--- src/rtl/fft_pkg.sv ---
// Shared definitions for the DFT sequencer: sequencer states, address width
// and the default MAC datapath latency.
package fft_pkg;

  localparam int ADDR_W      = 12;
  localparam int MAC_LAT_DEF = 2;

  typedef enum logic [2:0] {
    ST_IDLE,
    ST_CLEAR,
    ST_COMPUTE,
    ST_DRAIN,
    ST_WRITE
  } state_e;

endpackage

--- src/rtl/dft_sequencer_tw_adr_gen.sv ---
// Twiddle index generator: walks tw = (n*k) mod N one step per sample using a
// single add and a conditional subtract, so no multiplier or divider is needed.
// Since k < N and tw < N, the sum is below 2N and one subtract always suffices.
module tw_adr_gen
  import fft_pkg::*;
(
  input  logic              clk,
  input  logic              rst,
  input  logic              clear,
  input  logic              step,
  input  logic [ADDR_W-1:0] k,
  input  logic [ADDR_W-1:0] N,
  output logic [ADDR_W-1:0] tw
);

  logic [ADDR_W-1:0] tw_q;
  logic [ADDR_W-1:0] tw_d;
  logic [ADDR_W:0]   sum;

  // Next twiddle index; the extra sum bit keeps N=4095 from overflowing.
  always_comb begin
    sum  = {1'b0, tw_q} + {1'b0, k};
    tw_d = tw_q;
    if (clear) begin
      tw_d = '0;
    end else if (step) begin
      if (sum >= {1'b0, N}) begin
        tw_d = ADDR_W'(sum - {1'b0, N});
      end else begin
        tw_d = sum[ADDR_W-1:0];
      end
    end
  end

  // Twiddle index register.
  always_ff @(posedge clk or posedge rst) begin
    if (rst) begin
      tw_q <= '0;
    end else begin
      tw_q <= tw_d;
    end
  end

  assign tw = tw_q;

endmodule

--- src/rtl/dft_sequencer.sv ---
// DFT address sequencer: for each bin k it clears the accumulator, streams N
// sample/twiddle address pairs, waits out the MAC latency and writes bin k.
// Optional macro DFT_SEQ_HALF_SPECTRUM_EN limits the bins to 0..floor(N/2).
module dft_sequencer
  import fft_pkg::*;
#(
  parameter int MAC_LAT = MAC_LAT_DEF
) (
  input  logic              clk,
  input  logic              rst,
  input  logic              ce,
  input  logic              start,
  input  logic [ADDR_W-1:0] sample_num,
  input  logic              res_ready,
  output logic [ADDR_W-1:0] sample_adr,
  output logic [ADDR_W-1:0] tw_adr,
  output logic              acc_clear,
  output logic              acc_en,
  output logic              res_we,
  output logic [ADDR_W-1:0] res_adr,
  output logic              busy,
  output logic              done
);

  localparam logic [7:0] DRAIN_LAST = 8'(MAC_LAT - 1);

  state_e            state_q, state_d;
  logic [ADDR_W-1:0] n_len_q, n_len_d;
  logic [ADDR_W-1:0] k_q, k_d;
  logic [ADDR_W-1:0] n_q, n_d;
  logic [7:0]        drain_q, drain_d;
  logic              acc_clear_q, acc_clear_d;
  logic              acc_en_q, acc_en_d;
  logic              res_we_q, res_we_d;
  logic              busy_q, busy_d;
  logic              done_q, done_d;
  logic              tw_clear, tw_step;
  logic [ADDR_W-1:0] k_last;

  // Last bin to compute: all N bins, or only the non-redundant half.
  always_comb begin
`ifdef DFT_SEQ_HALF_SPECTRUM_EN
    k_last = {1'b0, n_len_q[ADDR_W-1:1]};
`else
    k_last = n_len_q - 12'd1;
`endif
  end

  // Next-state and next-output logic; with ce low every register holds.
  always_comb begin
    state_d     = state_q;
    n_len_d     = n_len_q;
    k_d         = k_q;
    n_d         = n_q;
    drain_d     = drain_q;
    acc_clear_d = acc_clear_q;
    acc_en_d    = acc_en_q;
    res_we_d    = res_we_q;
    done_d      = done_q;
    tw_clear    = 1'b0;
    tw_step     = 1'b0;
    if (ce) begin
      acc_clear_d = 1'b0;
      acc_en_d    = 1'b0;
      res_we_d    = 1'b0;
      done_d      = 1'b0;
      unique case (state_q)
        ST_IDLE: begin
          if (start && (sample_num >= 12'd2)) begin
            n_len_d     = sample_num;
            k_d         = '0;
            acc_clear_d = 1'b1;
            state_d     = ST_CLEAR;
          end
        end
        ST_CLEAR: begin
          n_d      = '0;
          tw_clear = 1'b1;
          acc_en_d = 1'b1;
          state_d  = ST_COMPUTE;
        end
        ST_COMPUTE: begin
          if (n_q == n_len_q - 12'd1) begin
            drain_d = '0;
            if (MAC_LAT == 0) begin
              res_we_d = 1'b1;
              state_d  = ST_WRITE;
            end else begin
              state_d  = ST_DRAIN;
            end
          end else begin
            n_d      = n_q + 12'd1;
            tw_step  = 1'b1;
            acc_en_d = 1'b1;
          end
        end
        ST_DRAIN: begin
          if (drain_q == DRAIN_LAST) begin
            res_we_d = 1'b1;
            state_d  = ST_WRITE;
          end else begin
            drain_d = drain_q + 8'd1;
          end
        end
        ST_WRITE: begin
          if (res_ready) begin
            if (k_q == k_last) begin
              done_d  = 1'b1;
              state_d = ST_IDLE;
            end else begin
              k_d         = k_q + 12'd1;
              acc_clear_d = 1'b1;
              state_d     = ST_CLEAR;
            end
          end else begin
            res_we_d = 1'b1;
          end
        end
        default: state_d = ST_IDLE;
      endcase
    end
    busy_d = (state_d != ST_IDLE);
  end

  // Sequencer state and registered outputs.
  always_ff @(posedge clk or posedge rst) begin
    if (rst) begin
      state_q     <= ST_IDLE;
      n_len_q     <= '0;
      k_q         <= '0;
      n_q         <= '0;
      drain_q     <= '0;
      acc_clear_q <= 1'b0;
      acc_en_q    <= 1'b0;
      res_we_q    <= 1'b0;
      busy_q      <= 1'b0;
      done_q      <= 1'b0;
    end else begin
      state_q     <= state_d;
      n_len_q     <= n_len_d;
      k_q         <= k_d;
      n_q         <= n_d;
      drain_q     <= drain_d;
      acc_clear_q <= acc_clear_d;
      acc_en_q    <= acc_en_d;
      res_we_q    <= res_we_d;
      busy_q      <= busy_d;
      done_q      <= done_d;
    end
  end

  tw_adr_gen u_tw_adr_gen (
    .clk   (clk),
    .rst   (rst),
    .clear (tw_clear),
    .step  (tw_step),
    .k     (k_q),
    .N     (n_len_q),
    .tw    (tw_adr)
  );

  assign sample_adr = n_q;
  assign res_adr    = k_q;
  assign acc_clear  = acc_clear_q;
  assign acc_en     = acc_en_q;
  assign res_we     = res_we_q;
  assign busy       = busy_q;
  assign done       = done_q;

endmodule

--- config.mk ---
export PLATFORM = sky130hd
export DESIGN_NAME = dft_sequencer
export DESIGN_NICKNAME = d
export VERILOG_FILES = /design/src/rtl/fft_pkg.sv /design/src/rtl/dft_sequencer_tw_adr_gen.sv /design/src/rtl/dft_sequencer.sv
export SDC_FILE = /design/constraint.sdc
export NUM_CORES = 1
export LEC_CHECK = 0
export ABC_AREA = 1
export CAP_MARGIN = 30
export CORE_MARGIN = 2
export CORE_UTILIZATION = 37
export CTS_CLUSTER_DIAMETER = 40
export DETAILED_ROUTE_END_ITERATION = 16
export GPL_ROUTABILITY_DRIVEN = 0
export MAX_ROUTING_LAYER = met4
export PLACE_DENSITY = 0.54
export SETUP_SLACK_MARGIN = 0.3
export SYNTH_ARGS = -nofsm -noshare
export SYNTH_HDL_FRONTEND = slang
export SYNTH_SLANG_ARGS = --single-unit
--- constraint.sdc ---
create_clock -name clk -period 8.7 [get_ports clk]
set_input_delay 1.74 -clock clk [delete_from_list [all_inputs] [get_ports clk]]
set_output_delay 1.74 -clock clk [all_outputs]
set_load 0.03 [all_outputs]
* Word level (Yosys, flattened, before mapping)
Index checks and enable logic that the tools add are counted.
Word-level totals: bits in read-only memories 0, memory bits (writable) 0, memories kept 0, bits of input ports 17, bits in latches 0, word-level logic and storage cells 78, output and inout port bits 41, bits in registers 64
Operators by class: equal/unequal tests 13, shifts and indexed selects 0, bitwise gates (word level) 0, $add $sub $neg 6, reductions and logical operators 11, $mul 0, divide/modulo/power cells 0, $lt $le $gt $ge 2, mux-type cells 35
Operator list (count):
- two-way mux 12 bit | 7
- one-hot mux 12 bit (2 select lines) | 2
- adder 12 x 1 -> 12 bit, second input constant | 2
- equality test 12 bit | 2
- two-way mux 8 bit | 2
- one-hot mux 8 bit (2 select lines) | 1
- two-way mux 3 bit | 5
- one-hot mux 3 bit (5 select lines) | 1
- two-way mux 1 bit | 14
- adder 12 x 12 -> 13 bit | 1
- greater-or-equal comparator 13 x 12 -> 1 bit | 1
- greater-or-equal comparator 12 x 2 -> 1 bit, second input constant | 1
- inequality test 2 bit, second input constant | 6
- subtractor 12 x 1 -> 12 bit, second input constant | 1
- subtractor 12 bit | 1
- adder 8 x 1 -> 8 bit, second input constant | 1
- equality test 8 x 1 -> 1 bit, second input constant | 1
- nonzero test 2 bit | 4
- equality test 3 x 2 -> 1 bit, second input constant | 2
- one-hot mux 1 bit (2 select lines) | 3
- AND reduction 3 bit | 2
- AND reduction 5 bit | 1
- AND reduction 4 bit | 1
- equality test 3 x 1 -> 1 bit, second input constant | 1
- 4 further kinds | 4

* Logic depth before layout (Yosys ltp)
Gate-level depths: netlist (run 1).
word-level depth 7, mapped depth 24

* Modules after synthesis
A second synthesis (run 1) with hierarchy kept.
Second synthesis, totals: cells, all modules 865, area, all modules 5836.8 um2
Modules (own cells, without submodules):
- dft_sequencer | times used 1, area an instance 3786.1 um2, seq. area each 1301.2 um2, cells an instance 539
- tw_adr_gen | times used 1, area an instance 2050.7 um2, seq. area each 300.3 um2, cells an instance 326

* Worst setup path before layout (run 1)
No wires, ideal clock.
path type register to register, from reg k_q[0] (netlist: res_adr[0]), to reg u_tw_adr_gen.tw_q[5] (netlist: u_tw_adr_gen.tw[5]), setup slack 5289 ps, cell stages (with the launch flop) 21, path buffers 0, clock period less this slack 3411 ps, data arrival time 3293 ps, required time 8583 ps, library setup time 117 ps, cell sequence dfrtp_1 -> ha_1 -> fa_1 -> nand3_1 -> nand2_1 -> a21o_1 -> a21oi_1 -> xor2_1 -> ha_1 -> a21oi_1 -> o21a_1 -> nand2_1 -> nand2_1 -> nand2_1 -> nand2_1 -> nand2_1 -> nand2_1 -> nand2_2 -> or2_2 -> nand3_1 -> nand2_1
On the way: cells in the longest elaborated chain, start to end 5
RTL lines:
- start, declared | RTL line dft_sequencer.sv:29 | logic [ADDR_W-1:0] k_q, k_d;
- start signal, assigned | RTL line dft_sequencer.sv:141 | k_q <= k_d;
- adder 12 x 12 -> 13 bit (*) | RTL line dft_sequencer_tw_adr_gen.sv:22 | sum = {1'b0, tw_q} + {1'b0, k};
- subtractor 12 bit / greater-or-equal comparator 13 x 12 -> 1 bit (equally long branches) | RTL line dft_sequencer_tw_adr_gen.sv:28, dft_sequencer_tw_adr_gen.sv:27
- two-way mux 12 bit (*) | RTL line dft_sequencer_tw_adr_gen.sv:27 | if (sum >= {1'b0, N}) begin
- two-way mux 12 bit (*) | RTL line dft_sequencer_tw_adr_gen.sv:26 | end else if (step) begin
- two-way mux 12 bit (*) | RTL line dft_sequencer_tw_adr_gen.sv:24 | if (clear) begin
- end signal, assigned | RTL line dft_sequencer_tw_adr_gen.sv:40 | tw_q <= tw_d;
- end, declared | RTL line dft_sequencer_tw_adr_gen.sv:16 | logic [ADDR_W-1:0] tw_q;
Mark *: on every way between the ends. The rest lies on a longest branch, timed or not. The select of a mux whose other input is x is not followed. A chain may end at the register's enable or synchronous reset.

* Final worst setup path (run 1)
Same ends and word-level chain as after synthesis.

==> impl_results.md, run 1 <==
* Outcome: complete, no violations
* Via count of the first global-routing pass at 5,116
* Floorplan die area at 15,400 sq um
* Most frequent cell on the critical path: sky130_fd_sc_hd__nand2_1
* Power Density at 268 nW/um^2
* Static power due to leakage at 3.01 nW
* Layout cells sized above 1 at 7.41%
* Met2 wirelength from detailed routing at 7.23 mm
* Endpoint kind of the worst setup timing path: flip-flop
* Setup ws final at 4.86 ns
* Xor/xnor share of the synthesized area at 4.93%
* Proportion of netlist area held by the largest area contributor at 30.1%
* Slew at the pin closest to its max-slew limit at 0.921 ns
* Final total negative setup slack at 0 ns
* Cells along the critical path: ha_1 -> fa_1 -> nand3_1 -> nand2_1 -> a21o_1 -> a21oi_1 -> xor2_1 -> ha_1 -> a21oi_1 -> o21a_1 -> nand2_1 -> nand2_1 -> nand2_1 -> nand2_1 -> nand2_1 -> nand2_1 -> nand2_2 -> or2_2 -> nand3_1 -> nand2_1
* Count of buffers from port buffering at 57
* Top delay family on crit path: simple AND/OR/NAND/NOR gates
* Final global-route overflow total at 0
* Total Routed Length at 15.3 mm
* Residual DRC at 0
* Cell area after technology mapping at 5330 sq um
* Maximum Capacitance Violations at 0
* Hold-fix buffers, CTS at 0
* Setup Viol. Count Final at 0
* CTS clk-pin slew, worst paths at 0.06 ns
* Most frequent cells in the layout: sky130_fd_sc_hd__nand2_1, sky130_fd_sc_hd__nand3_1, sky130_fd_sc_hd__inv_1
* Reg area at 1600 sq um
* Number of inserted filler cells in the final layout at 1,502
* Share of synthesized flip-flops with an asynchronous set or reset at 100%
* Area taken by multi-input logic gates at 3330 sq um
* Initial core utilization at 38.1%
* Num ports at 58
* Ant. Diodes at 0
* Wirelength per Cell at 14.9 um
* Number of rows in the core area at 43
* Share of the clock period used by the worst path at 44.1%
* Crit-path max FO at 18
* Launch instance of the worst min-delay path: acc_en
* Beginning of the critical path: res_adr[0]
* Net switching fraction of the power at 46.4%
* Comb pwr share at 52.6%
* Inserted Clock Buffers at 9
* Signal arrival time at the worst endpoint at 4.07 ns
* Number of DRC markers after the initial detailed-route iteration at 349
* Setup Crit Path Kind: reg2reg
* Path depth of the worst reg2reg path at 20
* FMAX at 260 MHz
* Max Used Layer: met4
* Hold Vio Cnt, Final at 0
* Buffers inserted by post-CTS timing repair at 0
* EDFF count, synth at 0
* Source-to-sink clock delay at the later pin of the worst-skew pair at 0.35 ns
* Portion of netlist area occupied by mux cells at 0%
* Clk pwr share at 21.2%
* Root Buffer: sky130_fd_sc_hd__clkbuf_16
* Setup repair after global routing missed its margin: no
* Number of cells upsized or downsized after cts at 0
* Clk sink count at 64
* CTS tree: built
* Number of iterations in the first detailed-routing pass at 5
* Antenna violations before repair at 0
* Die Y at 124 um
* Compound-Gate Fraction of Synth Area at 7.31%
* Yosys reg bits at 64
* Slowest cell on crit path: sky130_fd_sc_hd__dfrtp_1
* Nets in the synthesized netlist at 835
* Via count at 5,249
* Arithmetic-cell share of the synthesized area counting full adders, half adders and majority gates at 7.57%
* Number of cells on the critical path at 20
* Area inside the core boundary at 14,000 sq um
* Critical Path Start Type: flip-flop
* Min-Delay Path Depth at 2
* Max-slew violations at 0
* Minimum clock period at 3.84 ns
* First-pass GRT wire length at 25.5 mm
* Metal1 wirelength at 7.11 mm
* H-tree depth reported by CTS at 3
* Total internal power at 0.914 mW
* Most frequent standard cell in the layout excluding fill and tap cells: sky130_fd_sc_hd__nand2_1
* Hpwl dp at 11.9 mm
* Sequential area share after synthesis at 30.1%
* Share of power burned in registers at 26.3%
* Maximum buffer depth of the clock tree at 2
* Total global-route track usage at 22.5%
* Warnings, synthesis at 0
* Overall power of the completed layout at 1.70 mW
* Vias per cell at 5.10
* Max transition margin at 38.4%
* Unique masters post-synth at 39
* Die span in x at 124 um
* Number of nets in the layout at 894
* Reg-to-reg startpoint: res_adr[0]
* Cells taking the most area after synthesis: sky130_fd_sc_hd__dfrtp_1, sky130_fd_sc_hd__nand2_1, sky130_fd_sc_hd__nand3_1
* Largest clock skew in the final design at 0.00689 ns
* Required time reported for the critical path endpoint at 8.93 ns
* Combinational family with the most area after synthesis: simple AND/OR/NAND/NOR gates
* Hold Crit Class: reg2reg
* Post-Place Setup Slack at 4.68 ns
* Signed area change from the synthesized netlist to the final layout at 19.2%
* Max incr delay on CP at 0.50 ns
* Remaining antenna violation count after routing at 0
* Synth area leader: sky130_fd_sc_hd__dfrtp_1
* Largest net degree at the start of global routing at 65
* Worst path bufs/invs at 0
* Number of cells produced by synthesis at 787
* Internal reg-to-reg setup slack at 4.86 ns
* Flip-flop cell with the highest count after synthesis: sky130_fd_sc_hd__dfrtp_1
* Share of synthesized cell area in and, or, nand and nor gates at 42.7%
* VDD IR-drop max at 0.105 mV
* Average instance area after synthesis at 6.77 sq um
* Detailed-routed wire length on met3 at 640 um
* Switching pwr at 0.790 mW
## synthesized netlist by cell type, types with 3 or more instances
library cell / count
sky130_fd_sc_hd__a21o_1: 4
sky130_fd_sc_hd__nor2_2: 6
sky130_fd_sc_hd__nand3_2: 4
sky130_fd_sc_hd__nand2_2: 13
sky130_fd_sc_hd__xnor2_1: 10
sky130_fd_sc_hd__inv_1: 79
sky130_fd_sc_hd__o21ai_1: 3
sky130_fd_sc_hd__or2_2: 7
sky130_fd_sc_hd__nand3_1: 92
sky130_fd_sc_hd__ha_1: 29
sky130_fd_sc_hd__nand3b_1: 8
sky130_fd_sc_hd__inv_2: 5
sky130_fd_sc_hd__o21ai_0: 38
sky130_fd_sc_hd__dfrtp_1: 64
sky130_fd_sc_hd__nor3_1: 10
sky130_fd_sc_hd__clkbuf_1: 4
sky130_fd_sc_hd__nand2_1: 250
sky130_fd_sc_hd__nor2_1: 71
sky130_fd_sc_hd__xor2_1: 20
sky130_fd_sc_hd__nor2_4: 3
sky130_fd_sc_hd__buf_4: 4
sky130_fd_sc_hd__a21oi_1: 25
sky130_fd_sc_hd__nand4_1: 16
## layout make-up
type,instances,share of cell area [%]
clock inverter,3,0.670
multi-input combinational,627,52.4
clock buffer,12,3.88
sequential,64,25.2
timing repair buffer,59,9.22
tap,180,3.55
inverter,85,5.02
## worst register-to-register path: cells and delay by family (launching register included)
kind / cells / cell delay [ns]
DFF: 1 / 0.50
xor gates and xnor gates: 1 / 0.25
adders and majority gates: 3 / 1.05
and+or+nand+nor: 12 / 1.29
AOI/OAI and AO/OA: 4 / 0.64
## kinds of logic (layout without fill, tap and decap cells)
family,after synthesis,after routing
xor gates and xnor gates,30,30
buffers and inverters,96,159
DFF,64,64
and+or+nand+nor,492,492
adders and majority gates,31,31
AOI/OAI and AO/OA,74,74
## routing by layer
metal	track usage, %	vias to the layer above
li1	-	2679
met5	-	-
met3	2.84	17
met4	9.06	0
met2	36.9	118
met1	28.1	2435
## final timing paths
| path | to |
|---|---|
| setup / recovery | u_tw_adr_gen.tw[5] |
| hold / removal | acc_en |
| setup reg to reg | u_tw_adr_gen.tw[5] |
| hold reg to reg | acc_en |
| max in group asynchronous | n_len_q[9] |
| min in group asynchronous | drain_q[6] |
## power groups by stage
stage | Combinational, mW | Clock [mW] | Sequential (mW)
final | 0.896 | 0.361 | 0.447
after global routing | 1.01 | 0.380 | 0.460
after CTS | 0.897 | 0.372 | 0.448
after detailed placement | 0.891 | 0 | 0.452
after global placement | 0.884 | 0 | 0.452
after floorplan | 0.628 | 0 | 0.484
## state kept, by name, summed over array words and instances, names as in the netlist, 3 cells and up
register	count
drain_q	8
n_len_q	12
res_adr	12
sample_adr	12
state_q	3
u_tw_adr_gen.tw	12
## stage by stage
stage,cells,hold slack [ns],utilization [%],instance area [sq um]
after floorplan,787,0.496,-,5330
after global placement,1014,0.474,43.3,6050
after detailed placement,1014,0.473,43.3,6050
after CTS,1029,0.486,45.3,6340
after global routing,1030,0.528,45.4,6350
final,1030,0.480,45.4,6350
(Power assumes the default switching activity.)
==> run 2: changes to the inputs <==
--- a/config.mk
+++ b/config.mk
@@ -13,7 +13,7 @@
 export DETAILED_ROUTE_END_ITERATION = 16
 export GPL_ROUTABILITY_DRIVEN = 0
 export MAX_ROUTING_LAYER = met4
-export PLACE_DENSITY = 0.54
+export PLACE_DENSITY = 0.56
 export SETUP_SLACK_MARGIN = 0.3
 export SYNTH_ARGS = -nofsm -noshare
 export SYNTH_HDL_FRONTEND = slang
==> constraint.sdc (replaced) <==
create_clock -name clk -period 3.4 [get_ports clk]
set_input_delay 0.68 -clock clk [delete_from_list [all_inputs] [get_ports clk]]
set_output_delay 0.68 -clock clk [all_outputs]
set_load 0.03 [all_outputs]
==> run 2 against run 1 <==
- global-route usage up 0.71 points
- die area unchanged
- via count up 5.4%
- final cell count up 3.4%
- clock-buffer cell count down 2
- clock skew down 0.0019 ns
- sequential cell count unchanged
- clock power rose to 2.8 times the previous value
- first-iteration DRC count up 8.3%
- critical path type unchanged
==> impl_results.md, run 2 (synthesized netlist as in run 1, its figures left out) <==
* Total global-route track usage at 23.2%
* Most frequent cells in the layout: sky130_fd_sc_hd__nand2_1, sky130_fd_sc_hd__nand3_1, sky130_fd_sc_hd__inv_1
* Static power due to leakage at 3.24 nW
* Final total negative setup slack at 0 ns
* Inserted Clock Buffers at 9
* Largest clock skew in the final design at 0.00502 ns
* First-pass GRT wire length at 26.3 mm
* Outcome: complete, no violations
* Die Y at 124 um
* Critical Path Start Type: flip-flop
* Max transition margin at 57.6%
* Crit-path max FO at 6
* Required time reported for the critical path endpoint at 3.63 ns
* Most frequent standard cell in the layout excluding fill and tap cells: sky130_fd_sc_hd__nand2_1
* Floorplan die area at 15,400 sq um
* CTS tree: built
* Area inside the core boundary at 14,000 sq um
* Path depth of the worst reg2reg path at 23
* Cells along the critical path: ha_4 -> fa_2 -> nand3_2 -> nand2_2 -> a21o_1 -> a21oi_2 -> xor2_2 -> ha_4 -> a21oi_2 -> o21a_1 -> nand2_2 -> nand2_2 -> nand2_2 -> nand2_2 -> nand2_2 -> nand2_2 -> nand2_4 -> buf_6 -> buf_6 -> nand2_2 -> nand2_1 -> nand2_1 -> nand2_1
* Residual DRC at 0
* Hold Vio Cnt, Final at 0
* Post-Layout Inst Area at 6910 sq um
* Slowest cell on crit path: sky130_fd_sc_hd__dfrtp_2
* Most frequent cell on the critical path: sky130_fd_sc_hd__nand2_2
* Top delay family on crit path: simple AND/OR/NAND/NOR gates
* Hpwl dp at 12.4 mm
* H-tree depth reported by CTS at 3
* Hold Crit Class: reg2reg
* Number of nets in the layout at 928
* Remaining antenna violation count after routing at 0
* Clk sink count at 64
* Power Density at 707 nW/um^2
* Cell area after placement at 6240 sq um
* Source-to-sink clock delay at the later pin of the worst-skew pair at 0.34 ns
* Signal arrival time at the worst endpoint at 3.50 ns
* Number of rows in the core area at 43
* Ant. Diodes at 0
* Total Routed Length at 16.1 mm
* Number of iterations in the first detailed-routing pass at 5
* Reg-to-reg startpoint: u_tw_adr_gen.tw[0]
* Endpoint with the worst hold slack: acc_en
* Largest net degree at the start of global routing at 39
* Worst path bufs/invs at 2
* Vias per cell at 5.19
* Min-Delay Path Depth at 2
* Number of inserted filler cells in the final layout at 1,414
* Launch instance of the worst min-delay path: acc_en
* Signed area change from the synthesized netlist to the final layout at 29.8%
* VDD IR-drop max at 0.358 mV
* Max-slew violations at 0
* Num ports at 58
* Maximum buffer depth of the clock tree at 2
* Count of buffers from port buffering at 57
* Root Buffer: sky130_fd_sc_hd__clkbuf_16
* CTS clk-pin slew, worst paths at 0.06 ns
* Max incr delay on CP at 0.42 ns
* Die span in x at 124 um
* Setup Crit Path Kind: reg2reg
* Slew at the pin closest to its max-slew limit at 0.634 ns
* Smallest hold slack at 0.495 ns
* Maximum Capacitance Violations at 0
* Number of DRC markers after the initial detailed-route iteration at 378
* Setup Viol. Count Final at 0
* Capture point of the worst reg-to-reg path: u_tw_adr_gen.tw[8]
* Endpoint kind of the worst setup timing path: flip-flop
* Via count at 5,530
* Initial core utilization at 38.1%
* FMAX at 306 MHz
* Setup repair after global routing missed its margin: yes
* Wirelength per Cell at 15.1 um
* Internal reg-to-reg setup slack at 0.13 ns
* Hold-fix buffers, CTS at 0
* Layout cells sized above 1 at 16.6%
* Minimum clock period at 3.27 ns
* Via count of the first global-routing pass at 5,293
* Share of the clock period used by the worst path at 96.2%
* Antenna violations before repair at 0
* Final global-route overflow total at 0
run 2: cell count changes in the layout (fill, tap and decap cells not counted), moves of 7 or more:
cell / delta
sky130_fd_sc_hd__buf_4: +29
sky130_fd_sc_hd__nand2_1: -18
sky130_fd_sc_hd__nand2_2: +15
sky130_fd_sc_hd__ha_1: -7
sky130_fd_sc_hd__ha_4: +7
run 2: how the worst max path moves through the flow:
stage | depth (start not counted) | startpoint | to
floorplan | 20 | res_adr[0] | u_tw_adr_gen.tw[6]
global placement | 23 | u_tw_adr_gen.tw[0] | u_tw_adr_gen.tw[3]
detailed placement | 23 | u_tw_adr_gen.tw[0] | u_tw_adr_gen.tw[3]
CTS | 19 | u_tw_adr_gen.tw[0] | u_tw_adr_gen.tw[11]
global route | 23 | u_tw_adr_gen.tw[0] | u_tw_adr_gen.tw[8]
finish | 23 | u_tw_adr_gen.tw[0] | u_tw_adr_gen.tw[8]
run 2: what timing repair did:
action,4_1_cts,5_1_grt
buffers inserted,17,1
hold endpoints to repair,0,0
pin swaps,16,19
gates resized for setup,27,25
setup endpoints to repair,12,16
run 2: power by group:
group / internal (mW) / leakage, nW / switching, mW
clock: 0.657 / 0.158 / 0.345
sequential: 0.924 / 0.852 / 0.223
combinational: 1.09 / 2.23 / 1.64
total: 2.68 / 3.24 / 2.21
run 2: per-stage QoR:
stage          worst slack, ns  util [%]  instances  power, mW
2_1_floorplan            0.220         -        787       2.85
3_3_place_gp            0.0398      44.6       1031       3.48
3_5_place_dp          -0.00513      44.6       1031       3.50
4_1_cts                  0.153      48.7       1064       4.77
5_1_grt                -0.0743      49.4       1065       5.27
6_report                 0.131      49.4       1065       4.89
run 2: per-layer routing:
| metal | track usage (%) | up-vias | share of wire [%] |
|---|---|---|---|
| li1 | - | 2750 | - |
| met1 | 29.4 | 2595 | 45 |
| met2 | 37.4 | 146 | 48 |
| met3 | 3.02 | 39 | 4.0 |
| met4 | 9.76 | 0 | 3.0 |
| met5 | - | - | 0 |
run 2: area by class of cell:
cell class | instances | area (sq um) | area share (%)
multi-input combinational | 627 | 3560 | 51.5
sequential | 64 | 1610 | 23.2
timing repair buffer | 93 | 881 | 12.7
inverter | 85 | 319 | 4.62
clock buffer | 10 | 239 | 3.46
tap | 180 | 225 | 3.26
clock inverter | 6 | 82.6 | 1.19
run 2: worst reg2reg max path: stages (launching register included):
cell and delay (ns):
sky130_fd_sc_hd__dfrtp_2 0.42, sky130_fd_sc_hd__ha_4 0.17, sky130_fd_sc_hd__fa_2 0.37, sky130_fd_sc_hd__nand3_2 0.08, sky130_fd_sc_hd__nand2_2 0.07, sky130_fd_sc_hd__a21o_1 0.17, sky130_fd_sc_hd__a21oi_2 0.17, sky130_fd_sc_hd__xor2_2 0.26
sky130_fd_sc_hd__ha_4 0.26, sky130_fd_sc_hd__a21oi_2 0.12, sky130_fd_sc_hd__o21a_1 0.14, sky130_fd_sc_hd__nand2_2 0.06, sky130_fd_sc_hd__nand2_2 0.07, sky130_fd_sc_hd__nand2_2 0.06, sky130_fd_sc_hd__nand2_2 0.08, sky130_fd_sc_hd__nand2_2 0.05
sky130_fd_sc_hd__nand2_2 0.08, sky130_fd_sc_hd__nand2_4 0.08, sky130_fd_sc_hd__buf_6 0.14, sky130_fd_sc_hd__buf_6 0.12, sky130_fd_sc_hd__nand2_2 0.05, sky130_fd_sc_hd__nand2_1 0.04, sky130_fd_sc_hd__nand2_1 0.05, sky130_fd_sc_hd__nand2_1 0.05
==> run 3: changes to the inputs <==
--- a/config.mk
+++ b/config.mk
@@ -10,6 +10,7 @@
 export CORE_MARGIN = 2
 export CORE_UTILIZATION = 37
 export CTS_CLUSTER_DIAMETER = 40
+export CTS_CLUSTER_SIZE = 10
 export DETAILED_ROUTE_END_ITERATION = 16
 export GPL_ROUTABILITY_DRIVEN = 0
 export MAX_ROUTING_LAYER = met4
==> results of run 3 <==
The final DEF is identical to that of run 2; final timing and power are the same.
